$ cat src/rtl/mem_port_arbiter_if.sv
// rtl/mem_port_arbiter_if.sv - fetch/store requester and memory bus bundle for mem_port_arbiter
interface mem_port_arbiter_if #(
  parameter int AW = 32,
  parameter int DW = 32
);
  logic          if_req;
  logic [AW-1:0] if_addr;
  logic          if_gnt;
  logic          if_rvalid;
  logic [DW-1:0] if_rdata;
  logic          st_req;
  logic [AW-1:0] st_addr;
  logic [DW-1:0] st_wdata;
  logic          st_gnt;
  logic          mem_en;
  logic          mem_we;
  logic [AW-1:0] mem_addr;
  logic [DW-1:0] mem_wdata;
  logic [DW-1:0] mem_rdata;
  logic          busy;

  // Arbiter side
  modport slave (
    input  if_req, if_addr, st_req, st_addr, st_wdata, mem_rdata,
    output if_gnt, if_rvalid, if_rdata, st_gnt,
    output mem_en, mem_we, mem_addr, mem_wdata, busy
  );

  // Requester / memory side
  modport master (
    output if_req, if_addr, st_req, st_addr, st_wdata, mem_rdata,
    input  if_gnt, if_rvalid, if_rdata, st_gnt,
    input  mem_en, mem_we, mem_addr, mem_wdata, busy
  );
endinterface

$ cat src/rtl/mem_port_arbiter.sv
// rtl/mem_port_arbiter.sv - single-port memory arbiter for fetch reads and store writes (ROUND_ROBIN_EN selects round-robin tie-break)
module mem_port_arbiter #(
  parameter int AW = 32,
  parameter int DW = 32
) (
  input  logic                 clk,
  input  logic                 reset,
  mem_port_arbiter_if.slave    bus
);

  localparam logic [1:0] IDLE      = 2'd0;
  localparam logic [1:0] GRANT_RD  = 2'd1;
  localparam logic [1:0] GRANT_WR  = 2'd2;
  localparam logic [1:0] READ_WAIT = 2'd3;

  logic [1:0]    state;
  logic          pick_store;
  logic          pick_fetch;
  logic [AW-1:0] next_addr;
  logic [DW-1:0] next_wdata;

`ifdef ROUND_ROBIN_EN
  // 1 = store was the last requester served; reset value lets fetch win the first tie
  logic last_store;

  // Remember who was granted so the other side wins the next tie
  always_ff @(posedge clk or posedge reset) begin
    if (reset) begin
      last_store <= 1'b1;
    end else if (state == IDLE) begin
      if (pick_store) begin
        last_store <= 1'b1;
      end else if (pick_fetch) begin
        last_store <= 1'b0;
      end
    end
  end
`endif

  // Choose the winner among the requests sampled in IDLE
  always_comb begin
`ifdef ROUND_ROBIN_EN
    pick_store = bus.st_req & (~bus.if_req | ~last_store);
`else
    pick_store = bus.st_req;
`endif
    pick_fetch = bus.if_req & ~pick_store;
    next_addr  = pick_store ? bus.st_addr : bus.if_addr;
    next_wdata = bus.st_wdata;
  end

  // Access sequencer; every output is a register set on entry to the state that owns it
  always_ff @(posedge clk or posedge reset) begin
    if (reset) begin
      state         <= IDLE;
      bus.if_gnt    <= 1'b0;
      bus.if_rvalid <= 1'b0;
      bus.if_rdata  <= '0;
      bus.st_gnt    <= 1'b0;
      bus.mem_en    <= 1'b0;
      bus.mem_we    <= 1'b0;
      bus.mem_addr  <= '0;
      bus.mem_wdata <= '0;
      bus.busy      <= 1'b0;
    end else begin
      bus.if_gnt    <= 1'b0;
      bus.st_gnt    <= 1'b0;
      bus.if_rvalid <= 1'b0;
      case (state)
        IDLE: begin
          if (pick_store) begin
            state         <= GRANT_WR;
            bus.mem_en    <= 1'b1;
            bus.mem_we    <= 1'b1;
            bus.mem_addr  <= next_addr;
            bus.mem_wdata <= next_wdata;
            bus.st_gnt    <= 1'b1;
            bus.busy      <= 1'b1;
          end else if (pick_fetch) begin
            state         <= GRANT_RD;
            bus.mem_en    <= 1'b1;
            bus.mem_we    <= 1'b0;
            bus.mem_addr  <= next_addr;
            bus.if_gnt    <= 1'b1;
            bus.busy      <= 1'b1;
          end
        end
        GRANT_WR: begin
          state      <= IDLE;
          bus.mem_en <= 1'b0;
          bus.mem_we <= 1'b0;
          bus.busy   <= 1'b0;
        end
        GRANT_RD: begin
          state      <= READ_WAIT;
          bus.mem_en <= 1'b0;
        end
        READ_WAIT: begin
          state         <= IDLE;
          bus.if_rdata  <= bus.mem_rdata;
          bus.if_rvalid <= 1'b1;
          bus.busy      <= 1'b0;
        end
        default: begin
          state      <= IDLE;
          bus.mem_en <= 1'b0;
          bus.mem_we <= 1'b0;
          bus.busy   <= 1'b0;
        end
      endcase
    end
  end

endmodule
$ cat src/flat_wrapper.sv
// flat-port wrapper written by rule: the top's interface ports become plain ports
module mem_port_arbiter_flat 
#(
  parameter int AW = 32,
  parameter int DW = 32
)
  (clk, reset, bus_if_req, bus_if_addr, bus_st_req, bus_st_addr, bus_st_wdata, bus_mem_rdata, bus_if_gnt, bus_if_rvalid, bus_if_rdata, bus_st_gnt, bus_mem_en, bus_mem_we, bus_mem_addr, bus_mem_wdata, bus_busy);
  mem_port_arbiter_if #(.AW(AW), .DW(DW)) bus_i ();
  input  logic clk;
  input  logic reset;
  input wire logic [$bits(bus_i.if_req)-1:0] bus_if_req;
  input wire logic [$bits(bus_i.if_addr)-1:0] bus_if_addr;
  input wire logic [$bits(bus_i.st_req)-1:0] bus_st_req;
  input wire logic [$bits(bus_i.st_addr)-1:0] bus_st_addr;
  input wire logic [$bits(bus_i.st_wdata)-1:0] bus_st_wdata;
  input wire logic [$bits(bus_i.mem_rdata)-1:0] bus_mem_rdata;
  output wire logic [$bits(bus_i.if_gnt)-1:0] bus_if_gnt;
  output wire logic [$bits(bus_i.if_rvalid)-1:0] bus_if_rvalid;
  output wire logic [$bits(bus_i.if_rdata)-1:0] bus_if_rdata;
  output wire logic [$bits(bus_i.st_gnt)-1:0] bus_st_gnt;
  output wire logic [$bits(bus_i.mem_en)-1:0] bus_mem_en;
  output wire logic [$bits(bus_i.mem_we)-1:0] bus_mem_we;
  output wire logic [$bits(bus_i.mem_addr)-1:0] bus_mem_addr;
  output wire logic [$bits(bus_i.mem_wdata)-1:0] bus_mem_wdata;
  output wire logic [$bits(bus_i.busy)-1:0] bus_busy;
  assign bus_i.if_req = bus_if_req;
  assign bus_i.if_addr = bus_if_addr;
  assign bus_i.st_req = bus_st_req;
  assign bus_i.st_addr = bus_st_addr;
  assign bus_i.st_wdata = bus_st_wdata;
  assign bus_i.mem_rdata = bus_mem_rdata;
  assign bus_if_gnt = bus_i.if_gnt;
  assign bus_if_rvalid = bus_i.if_rvalid;
  assign bus_if_rdata = bus_i.if_rdata;
  assign bus_st_gnt = bus_i.st_gnt;
  assign bus_mem_en = bus_i.mem_en;
  assign bus_mem_we = bus_i.mem_we;
  assign bus_mem_addr = bus_i.mem_addr;
  assign bus_mem_wdata = bus_i.mem_wdata;
  assign bus_busy = bus_i.busy;
  mem_port_arbiter #(.AW(AW), .DW(DW)) u_core (.clk(clk), .reset(reset), .bus(bus_i));
endmodule
$ cat config.mk
export PLATFORM = sky130hd
export DESIGN_NAME = mem_port_arbiter_flat
export DESIGN_NICKNAME = d
export VERILOG_FILES = /design/src/rtl/mem_port_arbiter_if.sv /design/src/rtl/mem_port_arbiter.sv /design/src/flat_wrapper.sv
export SDC_FILE = /design/constraint.sdc
export NUM_CORES = 1
export LEC_CHECK = 0
export ABC_AREA = 1
export ABC_CLOCK_PERIOD_IN_PS = 3600
export BUFFER_PORTS_ARGS = -buffer_cell sky130_fd_sc_hd__clkbuf_2
export CAP_MARGIN = 25
export CORE_MARGIN = 2
export CORE_UTILIZATION = 40
export CTS_BUF_LIST = sky130_fd_sc_hd__clkbuf_4
export CTS_CLUSTER_DIAMETER = 40
export CTS_CLUSTER_SIZE = 8
export DETAILED_ROUTE_END_ITERATION = 10
export PLACE_DENSITY = 0.72
export SLEW_MARGIN = 15
export SYNTH_ARGS = -nofsm -noshare
export SYNTH_HDL_FRONTEND = slang
export SYNTH_SLANG_ARGS = --single-unit
$ cat constraint.sdc
create_clock -name clk -period 3.6 [get_ports clk]
set_input_delay 0.54 -clock clk [delete_from_list [all_inputs] [get_ports clk]]
set_output_delay 0.54 -clock clk [all_outputs]
set_load 0.05 [all_outputs]
* Word level (Yosys, flattened, before mapping)
Cells that the tools add are included.
Widths: inputs -> output; s select.
** Storage, ports and cells
- Register bits after elaboration :: 104
- ROM bits :: 0
- Memories kept :: 0
- Output and inout port bits :: 102
- Word-level logic and storage cells :: 47
- Latch bits :: 0
- Memory bits (writable) :: 0
** Cells by class
- Shifts and indexed selects :: 0
- Divide/modulo/power cells :: 0
- Reductions and logical operators :: 12
- $add $sub $neg :: 0
- Multiply operators :: 0
- Bitwise logic cells :: 2
- Mux-type cells :: 19
- Equal/unequal tests :: 4
- Magnitude comparators :: 0
** Operators by type and width (count)
- $mux 32 :: 3
- $mux 1 :: 10
- $reduce_and 2->1 :: 5
- $reduce_bool 2->1 :: 4
- $pmux 1 s2 :: 3
- $pmux 2 s3 :: 1
- $eq 2x2->1 const B :: 2
- $mux 2 :: 2
- $reduce_or 2->1 :: 2
- $ne 3x2->1 const B :: 1
- $eq 2x1->1 const B :: 1
- $logic_not 2->1 :: 1
- $and 1x1->1 :: 1
- $not 1->1 :: 1

* Depth between registers and ports, before layout
Gate-level depths: netlist of the first run.
- Depth after elaboration :: 5
- Depth in mapped cells :: 7
- Mapped depth without buffers :: 7

* Least setup slack after synthesis of the first run
Ideal clock, no wire load.
- Path kind :: flip-flop to flip-flop
- Start point :: register u_core.state[0]
- End point :: register u_core.bus.mem_addr[0]
- Slack :: 2.256 ns
- Buffers on the path :: 1
- Stages on the path, launching flop included :: 8
- Data required time :: 3.534 ns
- Clock period less this slack :: 1.344 ns
- Data arrival time :: 1.278 ns
- Cells stage by stage :: dfrtp_1 inv_1 ha_1 inv_2 nor2_8 buf_6 nand2_1 nand2_1
** Between the ends
- Cells in the longest elaborated chain, start to end :: 2
** Ends and longest elaborated chain
- start: declaration :: RTL line mem_port_arbiter.sv:16 : logic [1:0] state;
- start signal: assignment :: RTL line mem_port_arbiter.sv:55 : state <= IDLE;
- start signal: assignment :: RTL line mem_port_arbiter.sv:72 : state <= GRANT_WR;
- start signal: assignment :: RTL line mem_port_arbiter.sv:80 : state <= GRANT_RD;
- $logic_not 2->1 :: RTL line mem_port_arbiter.sv:69 : case (state)
- $reduce_and 2->1 (no source line)
- end signal: assignment :: RTL line mem_port_arbiter.sv:75 : bus.mem_addr <= next_addr;
- end signal: assignment :: RTL line mem_port_arbiter.sv:83 : bus.mem_addr <= next_addr;
- end: declaration :: RTL line mem_port_arbiter_if.sv:26 : output mem_en, mem_we, mem_addr, mem_wdata, busy
Every way passes these cells.
A chain may end at the register's enable or synchronous reset.

* Final worst setup path of the first run
- Start point :: register u_core.state[1]
- End point :: register u_core.bus.mem_en
** Between the ends
- Cells in the longest elaborated chain, start to end :: 4
- Elaborated cells between the ends (all ways) :: 8
** Ends and longest elaborated chain
- $eq 2x2->1 / $eq 2x1->1 (equally long branches) :: RTL line mem_port_arbiter.sv:69
- $reduce_or 2->1 (no source line)
- $reduce_bool 2->1 (no source line)
- $reduce_and 2->1 (no source line)
- end signal: assignment :: RTL line mem_port_arbiter.sv:73 : bus.mem_en <= 1'b1;
- end signal: assignment :: RTL line mem_port_arbiter.sv:81 : bus.mem_en <= 1'b1;
- end signal: assignment :: RTL line mem_port_arbiter.sv:90 : bus.mem_en <= 1'b0;
- end: declaration :: RTL line mem_port_arbiter_if.sv:26
Several ways; a longest one is shown, not always the timed one.

==> run summary, run 1 <==
The flow ran to the end, and the final reports show no timing, DRC or antenna violations. Along the worst path, the maximum fanout reaches 35. The repair_antennas step left the layout with diodes totalling 0. The count of input and output buffers came out at 233.

Overall power consumption after layout is estimated at about 6.3 mW. The net count reported at finish came out at 918. The critical path is of the flip-flop to flip-flop type.

The post-CTS clock slew at the launch and capture registers of the worst setup and hold paths came out at roughly 0.14 ns. In this run the critical register-to-register path is launched from u_core.state[1]. The worst vdd rail ir drop came out at 0.5395 mV. The final hold violation count is 0. After the flow finishes, the layout carries non-filler instances totaling 925. The relative max-transition margin came out at 42.15%. The die is 109.7 um tall.

The cell leakage power is 3.648 nW. Setup repair after global routing left no endpoint under its margin. The total grt overflow came out at 0. The floorplan die width came out at 109.7 um.

The flop and latch count out of synthesis is 104. The number of cells on the worst reg-to-reg path is 5. The actual transition at the worst max-transition pin came out at between 0.8 and 0.9 ns. The tool flagged a number of max-cap violations equal to 0. The total clock buffers created by CTS came out at 9.

The total of endpoints with negative setup slack in the final report is 0. For this block, the initial DRC count from the detailed router was approximately 230. The required time of the critical path came out at 3.92 ns. The root buffer cell chosen for the clock tree is sky130_fd_sc_hd__clkbuf_4. The HPWL after detailed placement came out at 8240 um. The number of inserted filler cells in the final layout came out at 1050. The fraction of synthesized cell area taken by the top area cell type is ~58%. The count of instances resized after the clock tree is built is 0. The total via count after detailed routing came out at between 4k and 5k. The cell type contributing the most total cell area after synthesis is sky130_fd_sc_hd__dfrtp_1. Sorting the synthesized cells by area gives the leading types as sky130_fd_sc_hd__dfrtp_1, sky130_fd_sc_hd__nand2_1, sky130_fd_sc_hd__buf_2. The number of iterations in the first detailed-routing pass came out at 6.

The initial antenna violation count came out at 0. Routability-driven placement finished with a final weighted congestion of ~0.75. The number of warnings reported in the yosys synthesis log is 0. The later-pin clock latency in the skew report is 0.43 ns.

The TritonCTS sink count came out at 104. Using the TritonRoute via totals, the vias-per-cell ratio works out to 4.458. The setup slack at placement is roughly 1.4 ns.

Averaged over all synthesized cells, the footprint is around 8.0 um^2. No sink is reached through more buffers than the 2 on the longest clock path. The standard cell core area is 10890 um^2.

The count of distinct cell types in the synthesized netlist is 18. Summing the sequential cell areas from Yosys gives 58.28% of the chip area. After clock tree synthesis, the setup repair step added 0 buffers. After detailed placement, the design holds a cell count of 910. Subtracting the final worst setup slack from the clock period gives 2.202 ns. The worst register-to-register path ends at u_core.bus.mem_en. The critical path data arrival time is 2.52 ns. TritonCTS built the clock tree. The peak clock frequency supported by timing is ~450 MHz. The maximum number of pins on one net before global-route repair came out at 64. The floorplan die area came out at 12030 um^2.

The final setup slack of the worst path is 1.398 ns. The worst hold path belongs to the class input port to asynchronous set/reset pin. The routed wire length per instance is 12.04 um. The count of antenna-violating nets left after detailed routing came out at 0. The via count of the first global-routing pass is a little under 4k. The post-synthesis instance area is 4466 um^2. The initial standard-cell utilization of the core is about two fifths.

The worst setup path is captured at a flip-flop. The final cell utilization of the core is 53.73%. The post-route clock period utilization came out at 61.18%. The detailed-route wire length is 11140 um. The number of hold buffers added after CTS was 0. The kind of start point of the critical path is a flip-flop.

234 I/O pins were placed. The max-slew violation total from the final report is 0. On the final layout, the worst clock skew is 0.01329 ns. The total power per unit cell area is 1073 nW/um^2.

The final-layout setup total negative slack came out at 0 ns. The number of DRC violations after detailed routing is 0. After technology mapping, the gate count stands at 559. The overall fraction of global-route tracks in use is a little under a fifth. The net count after synthesis is 696.

The area growth from synthesis to final layout came out at 31.02%. The number of placement rows is 38. The share of cells above drive strength 1 is 32.87%. The wire length of the first global-routing pass came out at 17480 um. The total number of H-tree levels is 3. The setup check on the worst reg-to-reg path leaves a slack of 1.40 ns.
-- worst max-delay path, stage by stage, from the launching register on --
cell                       delay (ns)
sky130_fd_sc_hd__dfrtp_1         0.43
sky130_fd_sc_hd__ha_1            0.16
sky130_fd_sc_hd__buf_4           0.31
sky130_fd_sc_hd__clkinv_1        0.77
sky130_fd_sc_hd__nand3_1         0.33
sky130_fd_sc_hd__nand2_1         0.09
-- final cells by class --
| type | instances | area [um^2] | share of cell area [%] |
|---|---|---|---|
| Clock buffer | 10 | 75.07 | 1.283 |
| Clock inverter | 5 | 72.57 | 1.240 |
| Inverter | 11 | 43.79 | 0.7485 |
| Multi-Input combinational cell | 418 | 1665 | 28.46 |
| Sequential cell | 104 | 2603 | 44.48 |
| Tap cell | 140 | 175.2 | 2.994 |
| Timing Repair Buffer | 237 | 1216 | 20.79 |
-- flip-flops by register name, summed over array words and instances, names as in the netlist, 2 cells and up --
name and count:
u_core.bus.mem_addr 32, u_core.bus.if_rdata 32, u_core.state 2, u_core.bus.mem_wdata 32
-- cell usage in the layout, fill, tap and decap left out, types with 2 or more instances in the layout --
| cell type | count |
|---|---|
| sky130_fd_sc_hd__clkbuf_2 | 233 |
| sky130_fd_sc_hd__inv_1 | 6 |
| sky130_fd_sc_hd__bufinv_16 | 2 |
| sky130_fd_sc_hd__inv_2 | 3 |
| sky130_fd_sc_hd__nor2_1 | 2 |
| sky130_fd_sc_hd__clkbuf_4 | 10 |
| sky130_fd_sc_hd__clkinv_1 | 3 |
| sky130_fd_sc_hd__buf_4 | 3 |
| sky130_fd_sc_hd__dfrtp_1 | 104 |
| sky130_fd_sc_hd__nand2_1 | 401 |
| sky130_fd_sc_hd__ha_1 | 5 |
| sky130_fd_sc_hd__nand3_1 | 2 |
| sky130_fd_sc_hd__o21ai_0 | 3 |
-- how the worst max path moves through the flow --
stage | startpoint | end | slack, ns | cells after the start
finish | u_core.state[1] | u_core.bus.mem_en | 1.40 | 5
global route | u_core.state[1] | u_core.bus.mem_en | 1.20 | 5
CTS | u_core.state[1] | u_core.bus.mem_en | 1.35 | 5
detailed placement | u_core.state[1] | u_core.bus.mem_en | 1.40 | 5
global placement | u_core.state[0] | u_core.bus.mem_en | 1.45 | 5
floorplan | reset | u_core.bus.busy | 0.33 | 1
-- metal layers --
layer / GRT usage [%] / wire length (um) / up-vias
li1: - / - / 2109
met3: 3.438 / 745 / 8
met1: 21.98 / 4587 / 1861
met5: 0 / 0 / -
met2: 33.91 / 5708 / 146
met4: 5.967 / 99 / 0
-- power breakdown --
group,switching (mW),internal (mW),total [mW],leakage (nW)
Combinational,2.86,0.747,3.61,2.28
Clock,0.347,0.281,0.628,0.0813
Sequential,0.325,1.72,2.04,1.29
-- logic make-up after synthesis --
logic type	count (synthesis)	share of synthesized area, %
fa+ha+maj	5	1.401
compound gates	4	0.7005
flops	104	58.28
simple gates	409	35.19
buf+inv	37	4.427
-- cells in the mapped netlist (all sizes together) --
master    n
buf      21
nand3     2
nand2   402
clkbuf    5
clkinv    1
dfrtp   104
o21ai     4
ha        5
or2       1
inv      10
nor2      4
-- through the flow --
stage | area, um^2 | hold slack [ns]
final | 5851 | 0.08407
after global routing | 5851 | 0.06688
after CTS | 5851 | 0.05561
after detailed placement | 5703 | 0.4584
after global placement | 5675 | 0.4573
after floorplan | 4466 | 0.4976
No activity file was read; power rests on OpenSTA's default activity.
==> inputs of run 2 (changes only) <==
- ABC_CLOCK_PERIOD_IN_PS: 3600 -> 2100
- clock period: 3.6 -> 2.1 ns (I/O delays scaled with it)
==> run 2 against run 1 <==
  * Utilization shrank 0.18 points
  * First-iteration DRC count shrank 2.1%
  * Sequential share of layout area grew 0.15 points
  * Critical path type unchanged
  * Largest power group unchanged
  * Highest routed layer unchanged
==> run summary, run 2 (same netlist as run 1, synthesis figures left out) <==
The total clock buffers created by CTS is 9 (unchanged). The floorplan die area came out at 12030 um^2 (unchanged). The final-layout setup total negative slack came to 0 ns (unchanged). The global routing met1 resource utilization came out at 22.02% (+0.035 points).

The net count reported at finish came out at 920 (+0.22%). The wire length of the first global-routing pass was 17240 um (-1.3%). The buffer count from post-CTS setup fixing is 0 (unchanged). The maximum number of pins on one net before global-route repair came to 105 (+64%). The actual transition at the worst max-transition pin came out at 0.7923 ns (-0.07016 ns). The number of iterations in the first detailed-routing pass is 6 (unchanged). The violation count after the first detailed-route iteration is 229 (-2.1%).

The layer flagged by global routing as most heavily used is met2. The delay of the slowest critical-path stage is 0.55 ns (-0.22 ns). The total via count after detailed routing was 4182 (+1.4%). The count of input and output buffers is 233 (unchanged). The TritonCTS sink count was 104 (unchanged). The initial standard-cell utilization of the core is 41.01% (unchanged). The min-delay analysis places its worst path in the category input port to flip-flop.

Among all stages on the critical path, the largest delay is contributed by sky130_fd_sc_hd__clkinv_1. The worst vdd rail ir drop is 1.026 mV (+90%). The number of buffers on the longest clock path is 2 (unchanged).

The number of hold-repair buffers added at the cts stage is 1 (+1). The number of DRC violations after detailed routing is 0 (unchanged). The shortest period the worst path allows is 1.807 ns (-0.3954 ns).

TritonCTS built the clock tree. The setup slack at placement is 0.3285 ns (-1.073 ns). The count of maximum capacitance violations is 0 (unchanged). The total power per unit cell area came to 1822 nW/um^2 (+70%). The count of antenna-violating nets left after detailed routing is 0 (unchanged). The detailed-route wire length came out at 11160 um (+0.18%). The global routing usage on met3 came to 4.327% (+0.89 points). The routed wire length per instance came out at 12.03 um (-0.14%). The total number of H-tree levels came out at 3 (unchanged). The relative max-transition margin is 46.98% (+4.8 points). The required time of the critical path came out at 2.44 ns (-1.48 ns). Among the stages of the critical path, the cell type that occurs most often is sky130_fd_sc_hd__nand2_1. The HPWL after detailed placement came to 8176 um (-0.78%). The via count of the first global-routing pass is 3865 (-0.10%). The number of placement rows is 38 (unchanged).

The number of antenna repair diodes came out at 0 (unchanged). The largest registers in the layout are u_core.bus.if_rdata: 32 flops, u_core.bus.mem_addr: 32 flops, u_core.bus.mem_wdata: 32 flops. The cell leakage power was 3.632 nW (-0.45%). The number of inserted filler cells in the final layout came out at 1037 (-1.2%). The final hold violation count came out at 0 (unchanged).

The critical path buffer and inverter count is 2 (unchanged). The max-slew violation total from the final report was 0 (unchanged). The I/O pin total came out at 234 (unchanged). The worst setup path is captured at a flip-flop. The critical path data arrival time is 2.15 ns (-0.37 ns).

The post-route clock skew is 0.01307 ns (-0.0002152 ns). Compared with the post-synthesis result, the final layout area differs by 30.57%. The final setup slack of the worst path came out at 0.2930 ns (-1.105 ns). The post-route clock period utilization was 86.05% (+25 points).

The kind of cell with the highest combined delay along the critical path is buffers and inverters. The later-pin clock latency in the skew report is 0.44 ns (about the same). The floorplan die width is 109.7 um (unchanged). The kind of start point of the critical path is a flip-flop.

In the layout the commonest cells are sky130_fd_sc_hd__nand2_1, sky130_fd_sc_hd__clkbuf_2, sky130_fd_sc_hd__dfrtp_1. The library cell used most frequently in the layout, excluding fill and tap cells, is sky130_fd_sc_hd__nand2_1. The overall fraction of global-route tracks in use is 18.26% (-0.32 points). CTS placed an instance of sky130_fd_sc_hd__clkbuf_4 at the clock tree root. The total of endpoints with negative setup slack in the final report is 0 (unchanged). The average vias per placed instance is 4.506 (+1.1%). The initial antenna violation count is 0 (unchanged). The flow ran to the end, and the final reports show no timing, DRC or antenna violations. The final weighted congestion in routability-driven placement is 0.7598 (+1.9%). Setup repair after global routing left no endpoint under its margin. The critical-path maximum fanout came out at 26 (-26%). The peak clock frequency supported by timing is 553.4 MHz (+22%). The standard cell core area was 10890 um^2 (unchanged).

By startpoint and endpoint, the worst setup path is classified as flip-flop to flip-flop. The critical path goes through ha_1 > clkinv_1 > buf_4 > nand2_1 > nand2_1. The share of cells above drive strength 1 is 33.12% (+0.26 points).

The post-CTS clock slew at the launch and capture registers of the worst setup and hold paths was 0.15 ns (about the same). The total grt overflow is 0 (unchanged). The vertical die dimension is 109.7 um (unchanged). The met2 global-route usage came out at 31.70% (-2.2 points). The count of instances resized after the clock tree is built came out at 0 (unchanged).
-- run 2: per-stage QoR --
stage / total power [mW] / utilization, % / hold slack, ns / cells / area [um^2]
after floorplan: 8.313 / - / 0.4229 / 559 / 4469
after global placement: 9.689 / 52.39 / 0.4563 / 911 / 5704
after detailed placement: 9.813 / 52.39 / 0.4586 / 911 / 5704
after CTS: 10.74 / 53.55 / 0.007171 / 928 / 5831
after global routing: 11.33 / 53.55 / 0.01815 / 928 / 5831
final: 10.62 / 53.55 / 0.05371 / 928 / 5831
-- run 2: path summary, 6_finish.rpt --
| kind | slack [ns] | end | depth (start not counted) | startpoint |
|---|---|---|---|---|
| worst max-delay path | 0.29 | u_core.bus.if_rdata[10] | 5 | u_core.state[0] |
| worst min-delay path | 0.05 | u_core.bus.mem_wdata[9] | 3 | bus_st_wdata[9] |
| worst max register to register | 0.29 | u_core.bus.if_rdata[10] | 5 | u_core.state[0] |
| worst min register to register | 0.49 | u_core.bus.if_rdata[22] | 2 | u_core.bus.if_rdata[22] |
| max in group asynchronous | 1.10 | u_core.bus.mem_wdata[31] | 4 | reset |
| min in group asynchronous | 0.54 | u_core.bus.mem_wdata[30] | 4 | reset |
-- run 2: power breakdown --
group          internal, mW  switching [mW]
Clock                 0.270           0.640
Combinational          1.30            4.93
Sequential             2.95           0.538
Total                  4.51            6.11
-- run 2: area by class of cell --
type	instances	area, um^2	share of cell area [%]
inverters	11	45.04	0.7725
repair buffers	239	1226	21.03
clock inverters	5	33.78	0.5794
clock buffers	11	82.58	1.416
well taps	140	175.2	3.004
flip-flops and latches	104	2603	44.64
multi-input cells	418	1665	28.56
-- run 2: layer usage --
layer,part of all wire (%),wire [um],vias up
li1,-,-,2115
met1,42,4729,1889
met2,48,5411,160
met3,7.5,834,18
met4,1.6,184,0
met5,0,0,-
-- run 2: worst min-delay path: stages --
cell and delay [ns]:
sky130_fd_sc_hd__clkbuf_2 0.07, sky130_fd_sc_hd__nand2_1 0.04, sky130_fd_sc_hd__nand2_1 0.04
